**config.mk**
```make
export PLATFORM = sky130hd
export DESIGN_NAME = buffer_de
export DESIGN_NICKNAME = d
export VERILOG_FILES = /design/src/rtl/buffer_de.sv
export SDC_FILE = /design/constraint.sdc
export NUM_CORES = 1
export LEC_CHECK = 0
export CORE_ASPECT_RATIO = 0.8
export CORE_MARGIN = 3
export CORE_UTILIZATION = 45
export CTS_CLUSTER_DIAMETER = 50
export DETAILED_ROUTE_END_ITERATION = 12
export PLACE_DENSITY = 0.7
export SLEW_MARGIN = 30
export SYNTH_ARGS = -nofsm -noshare
export SYNTH_HDL_FRONTEND = slang
export SYNTH_SLANG_ARGS = --single-unit
```
**constraint.sdc**
```tcl
create_clock -name clk -period 6.35 [get_ports clk]
set_input_delay 1.5875 -clock clk [delete_from_list [all_inputs] [get_ports clk]]
set_output_delay 1.5875 -clock clk [all_outputs]
set_load 0.02 [all_outputs]
```
**src/rtl/buffer_de.sv**
```systemverilog
// Serial-to-parallel deserializer: collects an LSB-first bit stream into frames
// and drains each completed frame as W-bit words under valid/ready, double buffered.
module buffer_de #(
  parameter int NIBBLES = 16,
  parameter int W       = 4,
  parameter int CONT    = 1
) (
  input  logic         clk,
  input  logic         rst,
  input  logic         ena,
  input  logic         data_in,
  input  logic         ready,
  output logic [W-1:0] data_out,
  output logic         valid,
  output logic         frame_done,
  output logic         overrun
);

  localparam int FRAME_BITS = NIBBLES * W;
  localparam int CW         = $clog2(FRAME_BITS);
  localparam int IW         = (NIBBLES > 1) ? $clog2(NIBBLES) : 1;

  typedef enum logic {IDLE, COLLECT} state_t;

  state_t                  state, state_nxt;
  logic [CW-1:0]           cnt, cnt_nxt;
  logic [CW-1:0]           bit_pos;
  logic                    store;
  logic [FRAME_BITS-1:0]   collect;
  logic [FRAME_BITS-1:0]   frame_word;
  logic [FRAME_BITS-1:0]   hold;
  logic [IW-1:0]           idx;
  logic                    last_bit;
  logic                    take;
  logic                    take_last;
  logic                    hold_free;

  assign last_bit  = (state == COLLECT) && (cnt == CW'(FRAME_BITS - 1));
  assign take      = valid && ready;
  assign take_last = take && (idx == IW'(NIBBLES - 1));
  assign hold_free = !valid || take_last;
  assign store     = (state == COLLECT) || ena;
  assign bit_pos   = (state == IDLE) ? '0 : cnt;

  // The final bit is merged here so the frame can move to hold on the edge that samples it.
  always_comb begin
    frame_word                 = collect;
    frame_word[FRAME_BITS-1]   = data_in;
  end

  always_comb begin
    state_nxt = state;
    cnt_nxt   = cnt;
    case (state)
      IDLE: begin
        if (ena) begin
          state_nxt = COLLECT;
          cnt_nxt   = CW'(1);
        end
      end
      COLLECT: begin
        if (last_bit) begin
          cnt_nxt = '0;
          if (CONT == 0) state_nxt = IDLE;
        end else begin
          cnt_nxt = cnt + 1'b1;
        end
      end
      default: state_nxt = IDLE;
    endcase
  end

  // Collect stage
  always_ff @(posedge clk or posedge rst) begin
    if (rst) begin
      state   <= IDLE;
      cnt     <= '0;
      collect <= '0;
    end else begin
      state <= state_nxt;
      cnt   <= cnt_nxt;
      if (store) collect[bit_pos] <= data_in;
    end
  end

  // Hold/drain stage
  always_ff @(posedge clk or posedge rst) begin
    if (rst) begin
      hold       <= '0;
      idx        <= '0;
      valid      <= 1'b0;
      frame_done <= 1'b0;
      overrun    <= 1'b0;
    end else begin
      frame_done <= 1'b0;
      if (last_bit && hold_free) begin
        hold       <= frame_word;
        idx        <= '0;
        valid      <= 1'b1;
        frame_done <= 1'b1;
      end else begin
        if (last_bit) overrun <= 1'b1;
        if (take) begin
          if (idx == IW'(NIBBLES - 1)) valid <= 1'b0;
          else                         idx   <= idx + 1'b1;
        end
      end
    end
  end

  assign data_out = valid ? hold[idx*W +: W] : '0;

endmodule

```
**Word-level counts from Yosys, hierarchy flattened**

Cells that the tools add are included.

- Flip-flop bits (word level): 142
- Input port bits: 5
- Output and inout port bits: 7
- Logic and storage cells: 49

- $add $sub $neg: 2
- Magnitude comparators: 2
- Eq/ne operators: 4
- Shift operators: 1
- Mux-type cells: 17
- Bitwise gates (word level): 2
- Reductions and logical operators: 13

Operators with widths:

| operator | number |
|---|---|
| bitwise mux 64 bit | 1 |
| variable part select 64 x 7 -> 4 bit | 1 |
| two-way mux 6 bit | 3 |
| two-way mux 4 bit | 4 |
| one-hot mux 6 bit (2 select lines) | 1 |
| less-than comparator 6 x 7 -> 1 bit (second input constant) | 1 |
| two-way mux 1 bit | 7 |
| adder 6 x 1 -> 6 bit (second input constant) | 1 |
| demux 1 bit (select 6 bit) | 1 |
| == test 6 bit (second input constant) | 1 |
| >= comparator 6 x 1 -> 1 bit (second input constant) | 1 |
| AND reduction 2 bit | 3 |
| logical AND 1 bit | 5 |
| adder 4 x 1 -> 4 bit (second input constant) | 1 |
| == test 4 bit (second input constant) | 1 |
| inequality test 2 bit (second input constant) | 2 |
| nonzero test 2 bit | 2 |
| logical OR 1 bit | 2 |
| inverter 1 bit | 2 |
| logical NOT 1 bit | 1 |

**Logic depth before layout (Yosys ltp)**

Gate-level depths: netlist of run 1.

- Depth in word-level cells: 6
- Mapped depth: 6

**Worst setup path before layout of run 1**

OpenSTA, ideal clock, no wires.

- Path kind: flip-flop to output port
- Start point: register idx[0]
- End point: output port data_out[2]
- Data arrival time: 1,741 ps
- Setup slack: 3,021 ps
- Cell stages (with the launch flop): 6
- Cells stage by stage: dfrtp_1 > buf_2 > buf_2 > mux4_2 > a22oi_1 > nand2_1

- Word-level cells in the longest chain between the ends: 2

Ends and longest elaborated chain:

| what | RTL line | RTL |
|---|---|---|
| from (decl) | 32 | `logic [IW-1:0] idx;` |
| from (signal assigned) | 105 | `else idx <= idx + 1'b1;` |
| variable part select 64 x 7 -> 4 bit | 111 | `assign data_out = valid ? hold[idx*W +: W] : '0;` |
| two-way mux 4 bit | 111 |  |
| to (decl) | 13 | `output logic [W-1:0] data_out,` |

No other way between the ends.

**Worst setup path after layout of run 1**

Ends and elaborated chain as after synthesis.

==> results of run 1 <==
## cell type report
cell class | instances | area, µm² | share of cell area [%]
Clock inverter | 10 | 136.4 | 1.896
Sequential cell | 141 | 3530 | 49.07
Timing Repair Buffer | 14 | 130.1 | 1.809
Clock buffer | 22 | 484.2 | 6.732
Inverter | 4 | 22.52 | 0.3131
Tap cell | 180 | 225.2 | 3.131
Multi-Input combinational cell | 316 | 2665 | 37.05
## power groups by stage
| stage | combinational, mW | sequential [mW] | clock [mW] |
|---|---|---|---|
| 3_3_place_gp | 0.790 | 1.48 | 0 |
| 4_1_cts | 0.825 | 1.49 | 1.04 |
| 5_1_grt | 0.904 | 1.54 | 1.08 |
| 3_5_place_dp | 0.819 | 1.50 | 0 |
| 6_report | 0.814 | 1.49 | 1.03 |
| 2_1_floorplan | 0.728 | 1.33 | 0 |
## flip-flops by register name, indices dropped and copies added (netlist names)
name,cells
collect,63
overrun,1
idx,4
frame_done,1
state,1
hold,64
cnt,6
valid,1
## layer usage
layer | vias to the layer above | GRT usage (%) | part of all wire [%]
met1 | 2011 | 25.61 | 46
met3 | 17 | 6.814 | 8.9
li1 | 1749 | - | -
met2 | 105 | 25.75 | 44
met4 | 0 | 5.737 | 1.5
met5 | - | 0 | 0
## per-stage QoR
step | hold WS, ps | total power [mW] | utilization, % | worst slack [ps] | area, µm²
2_1_floorplan | 452.2 | 2.062 | - | 981.3 | 6367
5_1_grt | 506.4 | 3.531 | 52.53 | 1862 | 7193
3_3_place_gp | 462.6 | 2.272 | 47.95 | 2129 | 6566
4_1_cts | 488.8 | 3.357 | 52.50 | 1659 | 7189
6_report | 484.9 | 3.334 | 52.53 | 2026 | 7193
3_5_place_dp | 470.8 | 2.322 | 47.97 | 2081 | 6569
## worst max-delay path by stage
stage                                  start                   to  cells after the start  slack [ps]
final                     idx[0]$_DFFE_PP0P_          data_out[2]                      5        2030
after global routing      idx[0]$_DFFE_PP0P_          data_out[1]                      5        1860
after CTS                 idx[0]$_DFFE_PP0P_          data_out[1]                      5        1660
after floorplan                          rst   cnt[0]$_DFFE_PP0P_                      1         980
after global placement                 ready  hold[6]$_DFFE_PP0P_                      5        2130
after detailed placement               ready  hold[6]$_DFFE_PP0P_                      5        2080
## cell usage in the layout, fill, tap and decap left out, types with 3 or more instances in the layout
| cell type | n |
|---|---|
| nor3_1 | 3 |
| nor2b_1 | 10 |
| bufinv_16 | 3 |
| buf_4 | 4 |
| clkinvlp_4 | 3 |
| clkinv_2 | 3 |
| mux2_1 | 61 |
| or2_1 | 3 |
| inv_1 | 3 |
| nand3_1 | 19 |
| o21ai_0 | 11 |
| nand4_1 | 6 |
| dfrtp_1 | 140 |
| o21ai_1 | 3 |
| mux2_2 | 58 |
| clkdlybuf4s50_1 | 10 |
| a22oi_1 | 8 |
| nor2_1 | 47 |
| clkbuf_8 | 4 |
| nand2b_1 | 11 |
| mux4_2 | 16 |
| nand2_1 | 34 |
| clkbuf_16 | 17 |
## kinds of logic (layout without fill, tap and decap cells)
family                     Yosys count  in the layout  share of synthesized area, %
adders and majority gates            2              2                        0.3929
AOI/OAI and AO/OA                   35             35                         3.852
buffers and inverters               37             50                         2.849
xor gates and xnor gates             3              3                        0.4127
muxes                              137            137                         27.02
and+or+nand+nor                    139            139                         10.06
DFF                                141            141                         55.41
==> impl_metrics.ini, run 1 <==
[clock_tree]
insertion_delay_ps = 420
clk_path_buf_depth = 2
cts_tree = done
cts.reportedPaths.clkPinSlew_ps = 60
post_cts_buffers = 0
root_buffer = clkbuf_16
numCtsBuffers = 17
cts_htree_levels = 4
post_cts_resized = 0
clock_sinks = 141
ctsHoldBuffers = 0

[floorplan]
die_h_um = 112.4
core_mm2 = 0.01369
dieWidth_um = 139.0
dieArea_mm2 = 0.01562
ios = 12
initial_core_util_pct = 46.50
rows = 38

[timing]
tns_ps = 0
slew-limit-headroom_pct = 37.63
setup_viol = 0
worstMarginPinSlew_ps = 935.6
rsz0062_at_grt = false
post-route-min-period_ps = 4324
hold_viol = 0
slew_violations = 0
skew_ps = 5.536
timing.fmax_mhz = 231.3
period_share_pct = 68.10

[yosys]
synth.distinct_cells = 40
yosys_warnings = 0
ys_ff_latch = 141
yosysMostFrequentCell = dfrtp_1
synth_area_mm2 = 0.006367
ys.flop_type = dfrtp_1
syn-num-nets = 501
async_flop_share_pct = 100.0
synth_common_cells = 141 x dfrtp_1, 61 x mux2_1, 58 x mux2_2, 47 x nor2_1, 34 x nand2_1
synth_top_cell_by_area = dfrtp_1
synth-edff-count = 0
syn_inst = 494
syn_avg_cell_area_um2 = 12.89
synth.top_cell.area_share_pct = 55.41
synthTopCellsByArea = dfrtp_1 55%, mux2_1 11%, mux2_2 10%
ys_seq_area_share_pct = 55.41

[worst_setup_path]
r2r_end = hold[6]$_DFFE_PP0P_
cpMaxStageDelayCell = dfrtp_2
path_class = reg2out
rrSetupSlack_ps = 2960
worst-endpoint-arrival_ps = 2740
cp-start-kind = register
path_buf_inv = 2
crit_path_cell_trace = buf_4, mux4_2, a22oi_1, nand2_1, clkdlybuf4s50_1
cp.required_ps = 4760
end_kind = output pin
crit_family = buffers and inverters
critPathMaxFanout = 16
critPathMaxStageDelay_ps = 720
timing.rr.start = idx[1]$_DFFE_PP0P_
rr_worst_depth = 5

[routing]
wl_per_cell_um = 19.21
first_pass_iters = 4
drtIter0Drc = 305
wl_mm = 13.20
antenna_left = 0
drc = 0
viasPerCell = 5.651
vias = 3882

[layout]
final_nets = 501
drive_above_1_share_pct = 22.68
area_delta_synth_final_pct = 12.97
final_cells = 687
num_antenna_cells = 0
fillCellCount = 1125

[place]
place_congestion = 0.8070
place_inst = 655
place_hpwl_mm = 8.576
portBuffers = 11

[power]
power_leakage_nw = 3.291
swShare_pct = 31.54
clockPowerShare_pct = 30.8
switching_power_mw = 1.052
pwr_density_cell_mw_per_mm2 = 463.6
pwr-share-seq_pct = 44.8
p_int_mw = 2.283
power_frac_comb_pct = 24.4
max-vdd-ir-drop_uv = 226.4

[min_path]
min_to = collect[6]$_DFFE_PP0P_
hold_depth = 1
hp-start = collect[6]$_DFFE_PP0P_
hp-class = reg2reg

[global_routing]
grt_pass1_wl_mm = 21.84
track_usage_pct = 18.01
grt_pass1_vias = 4027
antenna_found_initial = 0
grt_max_degree = 103
gr-total-overflow = 0

[status]
status = finished clean

[run]
max_cap_violations = 0
(Power assumes the default switching activity.)
==> run 2, diff against run 1 <==
Clock period 6.35 ns to 4.1 ns, I/O delays scaled along.
==> run 2 against run 1 <==
Against the previous run: worst setup slack worse by 1600 ps; core utilization grew 0.13 points; count of clock-buffer cells in the layout grew 1; via count increased by 0.13%; hold slack got worse by 9.4 ps; critical path type unchanged.
==> impl_metrics.ini, run 2 (synthesis gave the netlist of run 1 again) <==
[layout]
multi_input_area_mm2 = 0.002665
final_cell_mix = 141 x dfrtp_1, 61 x mux2_1, 58 x mux2_2
largest_reg_flops = 64
final_nets = 505
final_util_pct = 52.66
num_antenna_cells = 0
fillCellCount = 1135
final_common_cell = dfrtp_1
area_delta_synth_final_pct = 13.24
top_regs = hold: 64 flops, collect: 63 flops, cnt: 6 flops
drive_above_1_share_pct = 22.59
largest-register = hold
ff_latch_area_mm2 = 0.003528

[global_routing]
grt_max_degree = 65
grt_pass1_vias = 4123
gr-total-overflow = 0
track_usage_pct = 18.40
antenna_found_initial = 0
grt_pass1_wl_mm = 22.51

[floorplan]
core_mm2 = 0.01369
dieArea_mm2 = 0.01562
dieWidth_um = 139.0
rows = 38
initial_core_util_pct = 46.50
die_h_um = 112.4
ios = 12

[timing]
timing.fmax_mhz = 274.7
slew_violations = 0
worstMarginPinSlew_ps = 790.3
post-route-min-period_ps = 3640
fin_ws_ps = 460.2
rsz0062_at_grt = false
setup_viol = 0
tns_ps = 0
skew_ps = 6.587
period_share_pct = 88.78
slew-limit-headroom_pct = 46.99
hold_viol = 0

[routing]
wl_mm = 13.12
antenna_left = 0
drtIter0Drc = 270
drc = 0
wl_per_cell_um = 19.03
vias = 3887
viasPerCell = 5.642
first_pass_iters = 4

[power]
pwr_density_cell_mw_per_mm2 = 703.6
power_leakage_nw = 3.307
p_int_mw = 3.476
power_frac_comb_pct = 26.9
pwr-share-seq_pct = 43.9
swShare_pct = 31.49
clockPowerShare_pct = 29.2
switching_power_mw = 1.597
max-vdd-ir-drop_uv = 452.2

[clock_tree]
cts.reportedPaths.clkPinSlew_ps = 60
cts_htree_levels = 4
ctsHoldBuffers = 0
clk_path_buf_depth = 2
cts_tree = done
insertion_delay_ps = 410
root_buffer = clkbuf_16
post_cts_buffers = 0
post_cts_resized = 0
clock_sinks = 141
numCtsBuffers = 17

[worst_setup_path]
crit_family = buffers and inverters
cpMaxStageDelayCell = clkdlybuf4s50_1
critPathMaxStageDelay_ps = 560
worst-endpoint-arrival_ps = 2610
end_kind = output pin
cp-start-kind = register
critPathMaxFanout = 20
path_class = reg2out
path_buf_inv = 2
rrSetupSlack_ps = 1530
cp.required_ps = 3070
crit_path_cell_trace = buf_4, mux4_2, a22oi_1, nand2_1, clkdlybuf4s50_1

[place]
portBuffers = 11
preCtsSetupSlack_ps = 860.1
place_hpwl_mm = 8.654
place_congestion = 0.8201

[min_path]
hp-class = reg2reg

[status]
status = finished clean

[run]
max_cap_violations = 0
-- run 2: changes by cell type in the layout (fill, tap and decap cells not counted), sizes merged --
| cell | change |
|---|---|
| clkbuf | +1 |
| buf | +4 |
| bufinv | -1 |
| clkinvlp | -1 |
| inv | -1 |
-- run 2: layout make-up --
| cell class | count | area share (%) |
|---|---|---|
| sequential | 141 | 48.93 |
| multi-input combinational | 316 | 36.96 |
| clock buffer | 23 | 6.767 |
| tap | 180 | 3.123 |
| timing repair buffer | 18 | 2.742 |
| clock inverter | 7 | 1.215 |
| inverter | 4 | 0.2603 |
-- run 2: per-stage QoR --
stage	hold slack, ps	instances	total power [mW]	area [µm²]
floorplan	452.2	494	3.194	6371
global placement	461.1	658	3.518	6613
detailed placement	469.1	658	3.611	6615
CTS	480.8	688	5.108	7191
global route	502.9	689	5.395	7211
finish	475.5	689	5.073	7211
-- run 2: worst paths after layout --
check                      depth (start not counted)                 start                      to
hold reg to reg                                    1  hold[45]$_DFFE_PP0P_    hold[45]$_DFFE_PP0P_
max in group asynchronous                          3                   rst    hold[48]$_DFFE_PP0P_
setup / recovery                                   5    idx[0]$_DFFE_PP0P_             data_out[3]
hold / removal                                     1  hold[45]$_DFFE_PP0P_    hold[45]$_DFFE_PP0P_
min in group asynchronous                          2                   rst  collect[3]$_DFFE_PP0P_
setup reg to reg                                   6    idx[0]$_DFFE_PP0P_    hold[50]$_DFFE_PP0P_
-- run 2: power groups by stage --
stage	clock network [mW]	registers, mW	logic, mW
global placement	0	2.21	1.31
floorplan	0	2.07	1.13
finish	1.48	2.23	1.37
CTS	1.51	2.22	1.38
detailed placement	0	2.24	1.37
global route	1.58	2.30	1.51
-- run 2: per-layer routing --
layer	part of all wire [%]	track usage (%)	wire, µm
met2	46	27.34	5998
met4	1.5	6.519	200
met1	49	27.18	6401
met3	3.9	3.705	514
met5	0	0	0
==> run 3, diff against run 2 <==
--- a/config.mk
+++ b/config.mk
@@ -8,3 +8,2 @@
 export CORE_ASPECT_RATIO = 0.8
-export CORE_MARGIN = 3
 export CORE_UTILIZATION = 45
--- a/constraint.sdc
+++ b/constraint.sdc
@@ -3,2 +3,2 @@
 set_output_delay 1.025 -clock clk [all_outputs]
-set_load 0.02 [all_outputs]
+set_load 0.005 [all_outputs]
==> run 3 against run 2 <==
Against the previous run: count of clock-buffer cells in the layout down 1; critical path depth unchanged; cell count up 0.44%; routed wire length up 9.4%; sequential share of layout area down 0.60 points; core utilization up 0.65 points; via count up 4.4%; cell area up 1.2%; non-clock buffer count up 1; critical endpoint is now data_out[0]; largest power group unchanged; highest routed layer unchanged.
==> impl_metrics.ini, run 3 (synthesis gave the netlist of run 1 again) <==
[worst_setup_path]
cp.required_ps = 3070
r2r_end = hold[47]$_DFFE_PP0P_
cp-start-kind = register
timing.rr.start = idx[0]$_DFFE_PP0P_
path_class = reg2out
critPathMaxFanout = 11
rr_worst_depth = 7
rrSetupSlack_ps = 1420
worst-endpoint-arrival_ps = 2630
end_kind = output pin

[run]
max_cap_violations = 0

[routing]
first_pass_iters = 5
wl_per_cell_um = 20.73
antenna_left = 0
vias = 4058
drc = 0
viasPerCell = 5.864
wl_mm = 14.35
drtIter0Drc = 283

[global_routing]
antenna_found_initial = 0
track_usage_pct = 22.24
grt_max_degree = 72
grt_pass1_wl_mm = 23.38
gr-total-overflow = 0
grt_pass1_vias = 4039

[min_path]
hp-class = reg2reg
min_to = collect[15]$_DFFE_PP0P_
hold_depth = 1
hp-start = collect[15]$_DFFE_PP0P_

[layout]
drive_above_1_share_pct = 23.24
largest_reg_flops = 64
final_util_pct = 53.31
ff_latch_area_mm2 = 0.003528
multi_input_area_mm2 = 0.002665
final_common_cell = dfrtp_1
area_delta_synth_final_pct = 14.64
largest-register = hold
final_cell_mix = 141 x dfrtp_1, 61 x mux2_1, 58 x mux2_2
final_nets = 506
top_regs = hold: 64 flops, collect: 63 flops, cnt: 6 flops
fillCellCount = 1130
num_antenna_cells = 0

[timing]
worstMarginPinSlew_ps = 855.3
timing.fmax_mhz = 273.3
period_share_pct = 89.25
slew-limit-headroom_pct = 42.63
setup_viol = 0
hold_viol = 0
post-route-min-period_ps = 3659
slew_violations = 0
rsz0062_at_grt = false
tns_ps = 0
skew_ps = 6.470
hold_ws_ps = 485.4

[power]
pwr-share-seq_pct = 43.5
power_leakage_nw = 3.334
max-vdd-ir-drop_uv = 311.8
p_int_mw = 3.612
power_frac_comb_pct = 25.0
clockPowerShare_pct = 31.5
pwr_density_cell_mw_per_mm2 = 723.9
switching_power_mw = 1.672
swShare_pct = 31.64

[clock_tree]
cts_tree = done
numCtsBuffers = 17
clock_sinks = 141
post_cts_resized = 0
cts_htree_levels = 4
root_buffer = clkbuf_16
clk_path_buf_depth = 2
cts.reportedPaths.clkPinSlew_ps = 60
ctsHoldBuffers = 0
insertion_delay_ps = 430
post_cts_buffers = 0

[place]
portBuffers = 11
place_congestion = 0.8276
place_hpwl_mm = 9.290

[floorplan]
dieArea_mm2 = 0.01463
die_h_um = 108.4
rows = 38
core_mm2 = 0.01369
dieWidth_um = 135.0
ios = 12
initial_core_util_pct = 46.50

[status]
status = finished clean
-- run 3: cell count changes in the layout (fill, tap and decap cells not counted) --
cell	before	now
clkinv_2	4	2
bufinv_16	2	4
clkinvlp_4	2	5
clkbuf_1	2	1
buf_12	3	4
-- run 3: area by class of cell --
type	instances	share of cell area, %
inverter	4	0.2571
sequential	141	48.34
clock inverter	10	2.194
timing repair buffer	19	2.983
clock buffer	22	6.634
tap	180	3.085
multi-input combinational	316	36.51
-- run 3: power by group through the flow --
stage	Clock [mW]	Sequential, mW	Combinational, mW
after detailed placement	0	2.30	1.31
after CTS	1.68	2.29	1.32
after global placement	0	2.28	1.25
final	1.66	2.30	1.32
after global routing	1.74	2.37	1.45
after floorplan	0	2.06	1.12
-- run 3: worst max-delay path by stage --
stage	end	slack [ps]	depth (start not counted)	from
after floorplan	cnt[0]$_DFFE_PP0P_	1310	1	rst
after global placement	data_out[1]	900	5	idx[0]$_DFFE_PP0P_
after detailed placement	data_out[0]	850	5	idx[0]$_DFFE_PP0P_
after CTS	data_out[0]	400	5	idx[0]$_DFFE_PP0P_
after global routing	data_out[3]	240	5	idx[0]$_DFFE_PP0P_
final	data_out[0]	440	5	idx[0]$_DFFE_PP0P_
-- run 3: per-layer routing --
layer,wire length [µm],GRT usage [%]
met5,0,0
met4,205,7.544
met3,956,7.689
met2,6244,30.71
met1,6939,32.38
-- run 3: worst max-delay path, stage by stage, from the launching register on --
cell and delay (ps):
dfrtp_1 590, buf_4 320, mux4_2 540, a22oi_1 200, nand2_1 100, clkdlybuf4s50_1 450
-- run 3: metrics by stage --
stage	setup slack [ps]	cells	total power [mW]	cell area (µm²)
after detailed placement	851.6	659	3.610	6635
after global routing	235.6	692	5.550	7300
after CTS	395.8	691	5.291	7279
after global placement	898.3	659	3.530	6633
after floorplan	1312	494	3.174	6371
final	440.9	692	5.284	7300
